**src/rtl/pe_queue_merger.sv**
```systemverilog
// Purpose : merges up to NQ column-sorted partial-product queues into one sparse output row,
//           summing entries that share a column; optional saturating sum under MERGE_SAT_EN.
// Latency : one pop per cycle; an entry leaves one cycle after the first pop of a different column.
// Backpr. : stalls (no pop) until every active queue head is valid; holds output while !out_ready.
module pe_queue_merger #(
   parameter int DATA_W = 32,
   parameter int IDX_W  = 16,
   parameter int NQ     = 8
) (
   input  logic                 clk,
   input  logic                 rst_n,
   input  logic                 start,
   input  logic [IDX_W-1:0]     start_row,
   input  logic [NQ-1:0]        q_mask,
   output logic                 busy,
   input  logic [NQ-1:0]        q_valid,
   output logic [NQ-1:0]        q_ready,
   input  logic [NQ*DATA_W-1:0] q_val,
   input  logic [NQ*IDX_W-1:0]  q_col,
   input  logic [NQ-1:0]        q_last,
   output logic                 out_valid,
   input  logic                 out_ready,
   output logic [DATA_W-1:0]    out_val,
   output logic [IDX_W-1:0]     out_row,
   output logic [IDX_W-1:0]     out_col,
   output logic                 out_last,
   output logic                 row_done
);

   localparam int SW = (NQ > 1) ? $clog2(NQ) : 1;

   typedef enum logic [2:0] {
      S_IDLE,
      S_MERGE,
      S_DRAIN,
      S_WAIT,
      S_DONE
   } state_t;

   state_t              state_q;
   logic [NQ-1:0]       mask_q;
   logic                acc_vld_q;
   logic [DATA_W-1:0]   acc_val_q;
   logic [IDX_W-1:0]    acc_col_q;
   logic                out_valid_q;
   logic [DATA_W-1:0]   out_val_q;
   logic [IDX_W-1:0]    out_row_q;
   logic [IDX_W-1:0]    out_col_q;
   logic                out_last_q;
   logic                row_done_q;

   logic                sel_found;
   logic [SW-1:0]       sel_idx;
   logic [IDX_W-1:0]    sel_col;
   logic [DATA_W-1:0]   sel_val;
   logic                sel_last;
   logic                all_vld;
   logic                out_free;
   logic                col_match;
   logic                pop;
   logic [NQ-1:0]       mask_d;
   logic [DATA_W-1:0]   sum_wrap;
   logic [DATA_W-1:0]   sum_d;

   // Pick the active queue with the smallest head column; strict '<' keeps the lowest index on ties.
   always_comb begin
      sel_found = 1'b0;
      sel_idx   = '0;
      sel_col   = '0;
      sel_val   = '0;
      sel_last  = 1'b0;
      all_vld   = 1'b1;
      for (int i = 0; i < NQ; i++) begin
         if (mask_q[i]) begin
            if (!q_valid[i]) all_vld = 1'b0;
            if (!sel_found || (q_col[i*IDX_W +: IDX_W] < sel_col)) begin
               sel_found = 1'b1;
               sel_idx   = SW'(i);
               sel_col   = q_col[i*IDX_W +: IDX_W];
               sel_val   = q_val[i*DATA_W +: DATA_W];
               sel_last  = q_last[i];
            end
         end
      end
   end

   assign out_free  = !out_valid_q || out_ready;
   assign col_match = acc_vld_q && (acc_col_q == sel_col);
   // A pop is safe whenever it cannot require pushing the accumulator into a busy output register.
   assign pop       = (state_q == S_MERGE) && sel_found && all_vld &&
                      (!acc_vld_q || col_match || out_free);
   assign q_ready   = pop ? (NQ'(1) << sel_idx) : '0;

   // Retire a queue from the active set when its last entry is popped.
   always_comb begin
      mask_d = mask_q;
      if (pop && sel_last) mask_d[sel_idx] = 1'b0;
   end

   assign sum_wrap = acc_val_q + sel_val;

   // Same-column accumulation: wrapping by default, clamped to the signed range when saturating.
   always_comb begin
      sum_d = sum_wrap;
`ifdef MERGE_SAT_EN
      if ((acc_val_q[DATA_W-1] == sel_val[DATA_W-1]) &&
          (sum_wrap[DATA_W-1] != acc_val_q[DATA_W-1])) begin
         sum_d = acc_val_q[DATA_W-1] ? {1'b1, {(DATA_W-1){1'b0}}}
                                     : {1'b0, {(DATA_W-1){1'b1}}};
      end
`else
      sum_d = sum_wrap;
`endif
   end

   // Row FSM, accumulator and output register; a consume clears out_valid unless a load overrides it.
   always_ff @(posedge clk or negedge rst_n) begin
      if (!rst_n) begin
         state_q     <= S_IDLE;
         mask_q      <= '0;
         acc_vld_q   <= 1'b0;
         acc_val_q   <= '0;
         acc_col_q   <= '0;
         out_valid_q <= 1'b0;
         out_val_q   <= '0;
         out_row_q   <= '0;
         out_col_q   <= '0;
         out_last_q  <= 1'b0;
         row_done_q  <= 1'b0;
      end else begin
         row_done_q <= 1'b0;
         if (out_valid_q && out_ready) out_valid_q <= 1'b0;
         case (state_q)
            S_IDLE: begin
               if (start) begin
                  out_row_q <= start_row;
                  mask_q    <= q_mask;
                  state_q   <= (q_mask == '0) ? S_DONE : S_MERGE;
               end
            end
            S_MERGE: begin
               if (pop) begin
                  mask_q <= mask_d;
                  if (col_match) begin
                     acc_val_q <= sum_d;
                  end else begin
                     if (acc_vld_q) begin
                        out_valid_q <= 1'b1;
                        out_val_q   <= acc_val_q;
                        out_col_q   <= acc_col_q;
                        out_last_q  <= 1'b0;
                     end
                     acc_vld_q <= 1'b1;
                     acc_val_q <= sel_val;
                     acc_col_q <= sel_col;
                  end
                  if (mask_d == '0) state_q <= S_DRAIN;
               end
            end
            S_DRAIN: begin
               if (out_free) begin
                  out_valid_q <= 1'b1;
                  out_val_q   <= acc_val_q;
                  out_col_q   <= acc_col_q;
                  out_last_q  <= 1'b1;
                  acc_vld_q   <= 1'b0;
                  state_q     <= S_WAIT;
               end
            end
            S_WAIT: begin
               if (out_valid_q && out_ready) state_q <= S_DONE;
            end
            S_DONE: begin
               row_done_q <= 1'b1;
               state_q    <= S_IDLE;
            end
            default: state_q <= S_IDLE;
         endcase
      end
   end

   assign busy      = (state_q != S_IDLE);
   assign out_valid = out_valid_q;
   assign out_val   = out_val_q;
   assign out_row   = out_row_q;
   assign out_col   = out_col_q;
   assign out_last  = out_last_q;
   assign row_done  = row_done_q;

endmodule

```
**config.mk**
```make
export PLATFORM = sky130hd
export DESIGN_NAME = pe_queue_merger
export DESIGN_NICKNAME = d
export VERILOG_FILES = /design/src/rtl/pe_queue_merger.sv
export SDC_FILE = /design/constraint.sdc
export NUM_CORES = 1
export LEC_CHECK = 0
export ABC_AREA = 1
export BUFFER_PORTS_ARGS = -buffer_cell sky130_fd_sc_hd__buf_2
export CAP_MARGIN = 30
export CELL_PAD_IN_SITES_DETAIL_PLACEMENT = 0
export CELL_PAD_IN_SITES_GLOBAL_PLACEMENT = 2
export CORE_UTILIZATION = 28
export CTS_BUF_LIST = sky130_fd_sc_hd__clkbuf_16
export CTS_CLUSTER_SIZE = 25
export DETAILED_ROUTE_END_ITERATION = 6
export PLACE_DENSITY_LB_ADDON = 0.1
export SLEW_MARGIN = 20
export SYNTH_ARGS = -nofsm -noshare
export SYNTH_HDL_FRONTEND = slang
export SYNTH_SLANG_ARGS = --single-unit
```
**constraint.sdc**
```tcl
create_clock -name clk -period 29 [get_ports clk]
set_input_delay 1.45 -clock clk [delete_from_list [all_inputs] [get_ports clk]]
set_output_delay 1.45 -clock clk [all_outputs]
set_load 0.005 [all_outputs]
```
==> impl_metrics.tcl, run 1 <==
set metrics [dict create \
    status "finished, final reports clean" \
    r2r_slack_ps 8400 \
    cts_sinks 127 \
    synthCells 2002 \
    grt_max_degree 90 \
    period_minus_slack_ps 20970 \
    startpoint_type "input port" \
    die_w_um 219 \
    cp_data_required_time_ps 29300 \
    synth_top_family_by_area "simple AND/OR/NAND/NOR gates" \
    crit_path_max_incr_delay_ps 740 \
    timing.rr.start "mask_q[0]" \
    hold_viol 0 \
    htree_levels 4 \
    min_period_over_period_pct 72.3 \
    slew_violations 0 \
    vias 15400 \
    postCtsSetupRepairBufs 0 \
    die_h_um 219 \
    pin_count 504 \
    cp.arrival_ps 21270 \
    yosysWarnings 0 \
    port_buffers 503 \
    fin_nets 2997 \
    worstHoldPathType "reg -> reg" \
    grt_overflow 0 \
    synthToLayoutAreaGrowth_pct 27.1 \
    ys_seq_area_share_pct 24.1 \
    grtUsageTotal_pct 25.8 \
    cp-startpoint "q_col[7]" \
    end_kind "flop" \
    rsz0062_at_grt "false" \
    viasPerCell 5.02 \
    ys_seq_elements 127 \
    synthMuxAreaShare_pct 1.44 \
    cts-root-buf "clkbuf_16" \
    clk_latency_ps 430 \
    grt_pass1_wl_um 91400 \
    drtAntennaViolNets 0 \
    drt_iter0_markers 885 \
    cp_common_cell "nand2_1" \
    synth-xor-area-share_pct 1.80 \
    clkTransAtPathRegs_ps 60 \
    worstSetupPathType "in -> reg" \
    coreArea_mm2 0.0465 \
    avgSynthCellArea_um2 6.57 \
    dp_hpwl_um 54000 \
    firstDrtPassIters 5 \
    fin_setup_tns_ps 0 \
    drive_above_1_share_pct 24.4 \
    fmax_ghz 0.0477 \
    drt-total-wl_um 63600 \
    synth.distinct_cells 41 \
    drv_cap 0 \
    cts_resized 0 \
    cts_made_buffers 17 \
    syn_nets 2567 \
    min_from "out_val[7]" \
    grt_pass1_vias 14800 \
    n_fill_cell 5182 \
    cp_max_fo 82 \
    relSlewSlack_pct 40.6 \
    synthAdderAreaFrac_pct 13.1 \
    antenna_found_initial 36 \
    crit_family "compound AO/OA/AOI/OAI gates" \
    worst-path-buf-inv 10 \
    synthSimpleGateAreaFrac_pct 28.3 \
    crit_path_top_delay_cell "o21ai_0" \
    cts_buffer_depth 2 \
    finalClockSkew_ps 10.4 \
    postCtsHoldBufs 0 \
    drcViolationCount 0 \
    report.final.setup_viol 0 \
    syn_area_mm2 0.0132 \
    synth-compound-area-share_pct 23.2 \
    floorplan.initialDensity_pct 28.3 \
    wl_per_cell_um 20.7 \
    gp_congestion 0.952 \
    rows 79 \
    die-area_mm2 0.0479 \
    worst_pin_slew_ps 890 \
    cts_tree "yes" \
]
## layer usage
layer | part of all wire (%) | vias up | GRT usage (%) | wire (um)
li1 | - | 7760 | - | -
met1 | 43 | 7080 | 32.2 | 27400
met3 | 6.0 | 101 | 5.82 | 3810
met4 | 2.8 | 28 | 9.14 | 1810
met5 | 0.28 | - | 0 | 179
met2 | 48 | 460 | 43.4 | 30400
## kinds of logic after synthesis
| logic type | Yosys count |
|---|---|
| and+or+nand+nor | 891 |
| AOI/OAI and AO/OA | 538 |
| buffers and inverters | 265 |
| adders and majority gates | 137 |
| DFF | 127 |
| xor gates and xnor gates | 27 |
| muxes | 17 |
## cell type report
type | instances | area [um2] | area share [%]
Clock inverter | 15 | 138 | 0.823
Multi-Input combinational cell | 1610 | 8930 | 53.4
Sequential cell | 127 | 3180 | 19.0
Tap cell | 607 | 759 | 4.54
Antenna cell | 21 | 52.6 | 0.314
Timing Repair Buffer | 519 | 2660 | 15.9
Inverter | 157 | 589 | 3.52
Clock buffer | 17 | 425 | 2.54
## path summary, 6_finish.rpt
check	to	cells after the start
worst max-delay path	acc_val_q[31]	102
worst min register to register	out_val[7]	2
worst min-delay path	out_val[7]	2
min in group asynchronous	acc_col_q[11]	1
worst max register to register	acc_val_q[31]	102
max in group asynchronous	out_col[2]	2
## worst register-to-register path: cells and delay by family (launching register included)
kind,cells,cell delay (ps)
compound gates,39,9350
simple gates,43,5850
fa+ha+maj,8,2520
buf+inv,10,2130
xor+xnor,2,340
flops,1,320
## state kept, by name, indices dropped and copies added, names as in the netlist
name and flops:
acc_vld_q 1, state_q 3, row_done 1, acc_val_q 32
out_last 1, out_val 32, out_row 16, acc_col_q 16
out_col 16, mask_q 8, out_valid 1
## metrics by stage
stage / instance area, um2 / util [%] / hold slack [ps] / setup WS (ps) / instances
2_1_floorplan: 13200 / - / 443 / 13020 / 2002
3_3_place_gp: 16100 / 34.6 / 456 / 7670 / 3019
3_5_place_dp: 16100 / 34.6 / 471 / 7480 / 3019
4_1_cts: 16700 / 35.8 / 486 / 7870 / 3051
5_1_grt: 16700 / 36.0 / 509 / 5730 / 3069
6_report: 16700 / 36.0 / 484 / 8030 / 3073
## cell usage after synthesis, drive strengths merged
library cell | instances | share of area, %
a2111oi | 5 | 0.33
a211oi | 10 | 0.57
a21oi | 87 | 3.3
a22oi | 1 | 0.057
a31oi | 27 | 1.3
and2 | 1 | 0.048
buf | 25 | 1.2
clkbuf | 83 | 2.4
clkinv | 6 | 0.17
dfrtp | 127 | 24
fa | 1 | 0.15
ha | 136 | 13
inv | 151 | 4.3
mux2 | 16 | 1.4
mux2i | 1 | 0.076
nand2 | 572 | 17
nand3 | 156 | 6.0
nand3b | 2 | 0.11
nand4 | 20 | 0.95
nor2 | 121 | 3.5
nor3 | 16 | 0.61
nor4 | 2 | 0.095
o211ai | 90 | 5.1
o21a | 5 | 0.29
o21ai | 296 | 11
o21bai | 7 | 0.40
o221a | 2 | 0.17
o22ai | 8 | 0.38
or2 | 1 | 0.048
xnor2 | 14 | 0.93
xor2 | 13 | 0.87
## cells in the final DEF (no fill, tap or decap), drive strengths merged
cell      instances
a2111oi           5
a211oi           10
a21oi            87
a22oi             1
a31oi            27
and2              1
buf             519
bufinv            1
clkbuf           17
clkinv           13
clkinvlp          2
dfrtp           127
diode            21
fa                1
ha              136
inv             156
mux2             16
mux2i             1
nand2           572
nand3           156
nand3b            2
nand4            20
nor2            121
nor3             16
nor4              2
o211ai           90
o21a              5
o21ai           296
o21bai            7
o221a             2
o22ai             8
or2               1
xnor2            14
xor2             13
Power of run 1 is left out: the tool's default activity adds up to more than one toggle a clock period on the data nets, which glitch-free logic cannot reach.
==> run 2: changes to the inputs <==
--- a/config.mk
+++ b/config.mk
@@ -10,7 +10,7 @@
 export CAP_MARGIN = 30
 export CELL_PAD_IN_SITES_DETAIL_PLACEMENT = 0
 export CELL_PAD_IN_SITES_GLOBAL_PLACEMENT = 2
-export CORE_UTILIZATION = 28
+export CORE_UTILIZATION = 26
 export CTS_BUF_LIST = sky130_fd_sc_hd__clkbuf_16
 export CTS_CLUSTER_SIZE = 25
 export DETAILED_ROUTE_END_ITERATION = 6
==> constraint.sdc (replaced) <==
create_clock -name clk -period 21 [get_ports clk]
set_input_delay 1.05 -clock clk [delete_from_list [all_inputs] [get_ports clk]]
set_output_delay 1.05 -clock clk [all_outputs]
set_load 0.005 [all_outputs]
==> run 2 against run 1 <==
Clock-buffer cell count did not move. Final cell count rose by 2.0%. Largest cell class unchanged. Sequential share of layout area fell by 0.14 points. Highest routed layer unchanged.
==> impl_metrics.tcl, run 2 (synthesis results as in run 1) <==
set metrics [dict create \
    stdcell_area_mm2 0.0169 \
    report.final.setup_viol 0 \
    wl_per_cell_um 20.0 \
    cts_buffer_depth 2 \
    rows 82 \
    die_h_um 227 \
    coreArea_mm2 0.0501 \
    pin_count 504 \
    viasPerCell 4.85 \
    hold_viol 0 \
    status "finished, final reports clean" \
    htree_levels 4 \
    fin_cells 3134 \
    dp.cells 3084 \
    finalClockSkew_ps 13.2 \
    synthToLayoutAreaGrowth_pct 28.0 \
    fin_setup_tns_ps 0 \
    die-area_mm2 0.0515 \
    min_period_over_period_pct 89.8 \
    cp.arrival_ps 19150 \
    grt_overflow 0 \
    drive_above_1_share_pct 24.4 \
    grt_pass1_vias 14700 \
    drt-total-wl_um 62600 \
    die_w_um 227 \
    period_minus_slack_ps 18870 \
    firstDrtPassIters 5 \
    crit_path_max_incr_delay_ps 750 \
    worst_pin_slew_ps 850 \
    drtAntennaViolNets 0 \
    antenna_found_initial 37 \
    relSlewSlack_pct 43.3 \
    cp_max_fo 82 \
    reg2reg_depth 101 \
    cp_data_required_time_ps 21280 \
    port_buffers 503 \
    clk_latency_ps 430 \
    worstHoldPathType "reg -> reg" \
    grt_pass1_wl_um 90700 \
    grt_max_degree 83 \
    drv_cap 0 \
    cts_made_buffers 17 \
    fmax_ghz 0.0530 \
    crit_family "compound AO/OA/AOI/OAI gates" \
    crit_path_top_delay_cell "dfrtp_1" \
    clkTransAtPathRegs_ps 60 \
    mostFrequentLayoutCell "nand2_1" \
    place_area_mm2 0.0162 \
    end_kind "flop" \
    cp_common_cell "nand2_1" \
    holdPathStages 2 \
    drt_iter0_markers 809 \
    floorplan.initialDensity_pct 26.3 \
    cp.depth 101 \
    worstSetupPathType "reg -> reg" \
    gp_congestion 0.911 \
    drcViolationCount 0 \
    dp_hpwl_um 53100 \
    grtUsageTotal_pct 23.9 \
    vias 15200 \
    fin_nets 2999 \
    worst-path-buf-inv 8 \
    startpoint_type "flop" \
    rsz0062_at_grt "false" \
    final_cell_mix "551 x nand2_1, 502 x buf_2, 244 x o21ai_0" \
    cts_sinks 127 \
    postCtsHoldBufs 0 \
    cts_tree "yes" \
    cts-root-buf "clkbuf_16" \
    slew_violations 0 \
]
run 2: area by class of cell:
type | instances | area (um2)
clock buffer | 17 | 425
timing repair buffer | 521 | 2690
fill | 5680 | 33200
tap | 672 | 841
inverter | 157 | 593
clock inverter | 14 | 145
antenna | 16 | 40.0
sequential | 127 | 3180
multi-input combinational | 1610 | 8940
run 2: repair_timing:
| item | CTS | global route |
|---|---|---|
| gates resized for setup | 0 | 5 |
| setup buffers | 0 | 0 |
| endpoints found under the setup margin | 0 | 5 |
run 2: worst paths after layout:
kind	start	endpoint	slack, ps
setup / recovery	mask_q[0]	acc_val_q[31]	2130
hold / removal	out_val[0]	out_val[0]	480
setup reg to reg	mask_q[0]	acc_val_q[31]	2130
hold reg to reg	out_val[0]	out_val[0]	480
max in group asynchronous	rst_n	acc_val_q[16]	19050
min in group asynchronous	rst_n	acc_col_q[9]	620
run 2: per-layer routing:
metal  global-route usage (%)  vias up  wire [um]
li1                         -     7758          -
met3                     6.34      114       4160
met2                     38.1      461      28400
met4                     10.1       34       2390
met1                     30.2     6845      27500
met5                        0        -        212
run 2: per-stage QoR:
| stage | setup WS (ps) | hold slack, ps | utilization (%) |
|---|---|---|---|
| after floorplan | 5420 | 443 | - |
| after global placement | 1340 | 456 | 32.3 |
| after detailed placement | 1220 | 464 | 32.3 |
| after CTS | 1240 | 479 | 33.4 |
| after global routing | 7.04 | 505 | 33.6 |
| final | 2130 | 476 | 33.7 |
run 2: worst reg2reg max path: cells and delay by family, from the launching register on:
kind | cells | cell delay, ps
simple gates | 47 | 5630
buf+inv | 8 | 1130
xor+xnor | 2 | 340
fa+ha+maj | 8 | 2480
flops | 1 | 750
compound gates | 36 | 8390
Power of run 2 is left out for the same reason.
==> run 3: changes to the inputs <==
--- a/config.mk
+++ b/config.mk
@@ -5,12 +5,11 @@
 export SDC_FILE = /design/constraint.sdc
 export NUM_CORES = 1
 export LEC_CHECK = 0
-export ABC_AREA = 1
 export BUFFER_PORTS_ARGS = -buffer_cell sky130_fd_sc_hd__buf_2
 export CAP_MARGIN = 30
 export CELL_PAD_IN_SITES_DETAIL_PLACEMENT = 0
 export CELL_PAD_IN_SITES_GLOBAL_PLACEMENT = 2
-export CORE_UTILIZATION = 26
+export CORE_UTILIZATION = 28
 export CTS_BUF_LIST = sky130_fd_sc_hd__clkbuf_16
 export CTS_CLUSTER_SIZE = 25
 export DETAILED_ROUTE_END_ITERATION = 6
==> run 3 against run 2 <==
Die area decreased by 2.6%. Via count grew 0.80%. Flip-flop and latch count unchanged. Critical path depth shrank 16. Routed wire length rose by 12%. Critical endpoint unchanged. Non-clock buffer count is 42 higher.
==> impl_metrics.tcl, run 3 <==
set metrics [dict create \
    crit_family "compound AO/OA/AOI/OAI gates" \
    cts_sinks 127 \
    viasPerCell 5.27 \
    busiest_layer "met2" \
    grt_util_met3_pct 4.72 \
    htree_levels 4 \
    stdcell_area_mm2 0.0181 \
    pin_count 504 \
    hold_viol 0 \
    synthTopCellsByArea "dfrtp_1 23%, ha_1 12%, mux2_2 6.4%" \
    synthToLayoutAreaGrowth_pct 30.9 \
    crit_path_max_incr_delay_ps 480 \
    postCtsHoldBufs 0 \
    fin_util_pct 37.1 \
    end_kind "flop" \
    min_period_over_period_pct 93.2 \
    worst_pin_slew_ps 936 \
    wl_per_cell_um 24.1 \
    status "finished, final reports clean" \
    drcViolationCount 0 \
    worst-path-buf-inv 9 \
    yosys-top-cells-count "182 x nand2_1, 165 x nor2_1, 148 x a21oi_1" \
    grt_pass1_vias 15200 \
    timing.rr.start "mask_q[0]" \
    synthCells 1751 \
    cp-startpoint "q_col[13]" \
    ys.flop_type "dfrtp_1" \
    grt_overflow 0 \
    fmax_ghz 0.0511 \
    drv_cap 0 \
    syn_nets 2316 \
    drtAntennaViolNets 0 \
    period_minus_slack_ps 19570 \
    async_flop_share_pct 100 \
    crit_path_top_delay_cell "mux2i_1" \
    coreArea_mm2 0.0487 \
    cp_max_fo 19 \
    drt-total-wl_um 70300 \
    n_fill_cell 5226 \
    yosysTopAreaCellShare_pct 23.0 \
    dp_hpwl_um 59200 \
    cp_data_required_time_ps 21370 \
    synth_edf_count 0 \
    syn_area_mm2 0.0138 \
    grt_pass1_wl_um 101000 \
    grt_max_degree 72 \
    clk_latency_ps 440 \
    grtUsageTotal_pct 27.5 \
    post-synth-top-count-cell "nand2_1" \
    firstDrtPassIters 5 \
    worstSetupPathType "in -> reg" \
    floorplan.initialDensity_pct 28.3 \
    antenna_found_initial 17 \
    ys_seq_area_share_pct 23.0 \
    ys_seq_elements 127 \
    worstHoldPathType "reg -> reg" \
    clkTransAtPathRegs_ps 60 \
    finalClockSkew_ps 7.70 \
    startpoint_type "input port" \
    slew_violations 0 \
    die-area_mm2 0.0502 \
    rows 81 \
    synth.distinct_cells 89 \
    synth_top_area_cell "dfrtp_1" \
    cts-root-buf "clkbuf_16" \
    fin_nets 2793 \
    vias 15300 \
    drive_above_1_share_pct 33.8 \
    relSlewSlack_pct 36.8 \
    mostFrequentLayoutCell "buf_2" \
    cp.arrival_ps 19940 \
    report.final.setup_viol 0 \
    yosysWarnings 0 \
    place_area_mm2 0.0172 \
    final_cell_mix "502 x buf_2, 181 x nand2_1, 162 x nor2_1" \
    min_from "out_col[11]" \
    grt_util_met2_pct 46.2 \
    gp_congestion 0.927 \
    die_h_um 224 \
    cts_made_buffers 17 \
    cts_buffer_depth 2 \
    port_buffers 503 \
    met1_usage_pct 36.3 \
    cts_tree "yes" \
    drt_iter0_markers 927 \
    avgSynthCellArea_um2 7.89 \
    die_w_um 224 \
    cp_common_cell "ha_1" \
]
==> run 3: worst reg2reg max path, delay by kind of cell (launching register included) <==
family          cells  cell delay (ps)
compound gates     47            10490
fa+ha+maj           8             2370
buf+inv             8             1560
flops               1              560
mux                 4             1470
simple gates       17             2980
==> run 3: layout make-up <==
| type | instances | area (um2) | area share (%) |
|---|---|---|---|
| Inverter | 95 | 357 | 1.97 |
| Clock buffer | 17 | 425 | 2.35 |
| Timing Repair Buffer | 563 | 3000 | 16.6 |
| Clock inverter | 15 | 173 | 0.955 |
| Sequential cell | 127 | 3180 | 17.6 |
| Multi-Input combinational cell | 1424 | 10100 | 55.8 |
| Tap cell | 664 | 831 | 4.60 |
| Antenna cell | 6 | 15.0 | 0.0830 |
==> run 3: final timing paths <==
check,endpoint,slack (ps),cells after the start
setup / recovery,acc_val_q[31],1430,85
max in group asynchronous,mask_q[0],18980,2
hold / removal,out_col[11],470,2
setup reg to reg,acc_val_q[31],1480,84
min in group asynchronous,out_col[4],620,1
hold reg to reg,out_col[11],470,2
==> run 3: through the flow <==
step                      cells  setup TNS [ps]  setup slack [ps]  hold WS (ps)
after global routing       2907           -51.2             -51.2           512
after floorplan            1751               0               941           472
after global placement     2867           -39.6             -39.6           458
after CTS                  2900               0               153           478
after detailed placement   2868            -339              -258           465
final                      2911               0              1430           471
==> run 3: per-layer routing <==
layer	up-vias	part of all wire, %
met1	7367	46
li1	7448	-
met3	70	4.7
met2	432	48
met4	16	1.9
met5	-	0.16
==> run 3: cell families (layout without fill, tap and decap cells) <==
kind of cell | Yosys count | count (layout) | share of synthesized area (%)
adder cells (fa/ha/maj) | 137 | 137 | 12.5
multiplexers | 122 | 122 | 9.82
flip-flops | 127 | 127 | 23.0
buffers and inverters | 200 | 690 | 5.83
AO/OA/AOI/OAI | 605 | 605 | 29.5
AND/OR/NAND/NOR | 525 | 525 | 17.2
other | 0 | 6 | 0
XOR/XNOR | 35 | 35 | 2.22
==> run 3: what timing repair did <==
action | CTS | global route
setup buffers | 0 | 4
endpoints found under the setup margin | 1 | 87
pin swaps | 0 | 4
resized for setup | 1 | 42
hold endpoints to repair | 0 | 0
Power of run 3 is left out for the same reason.
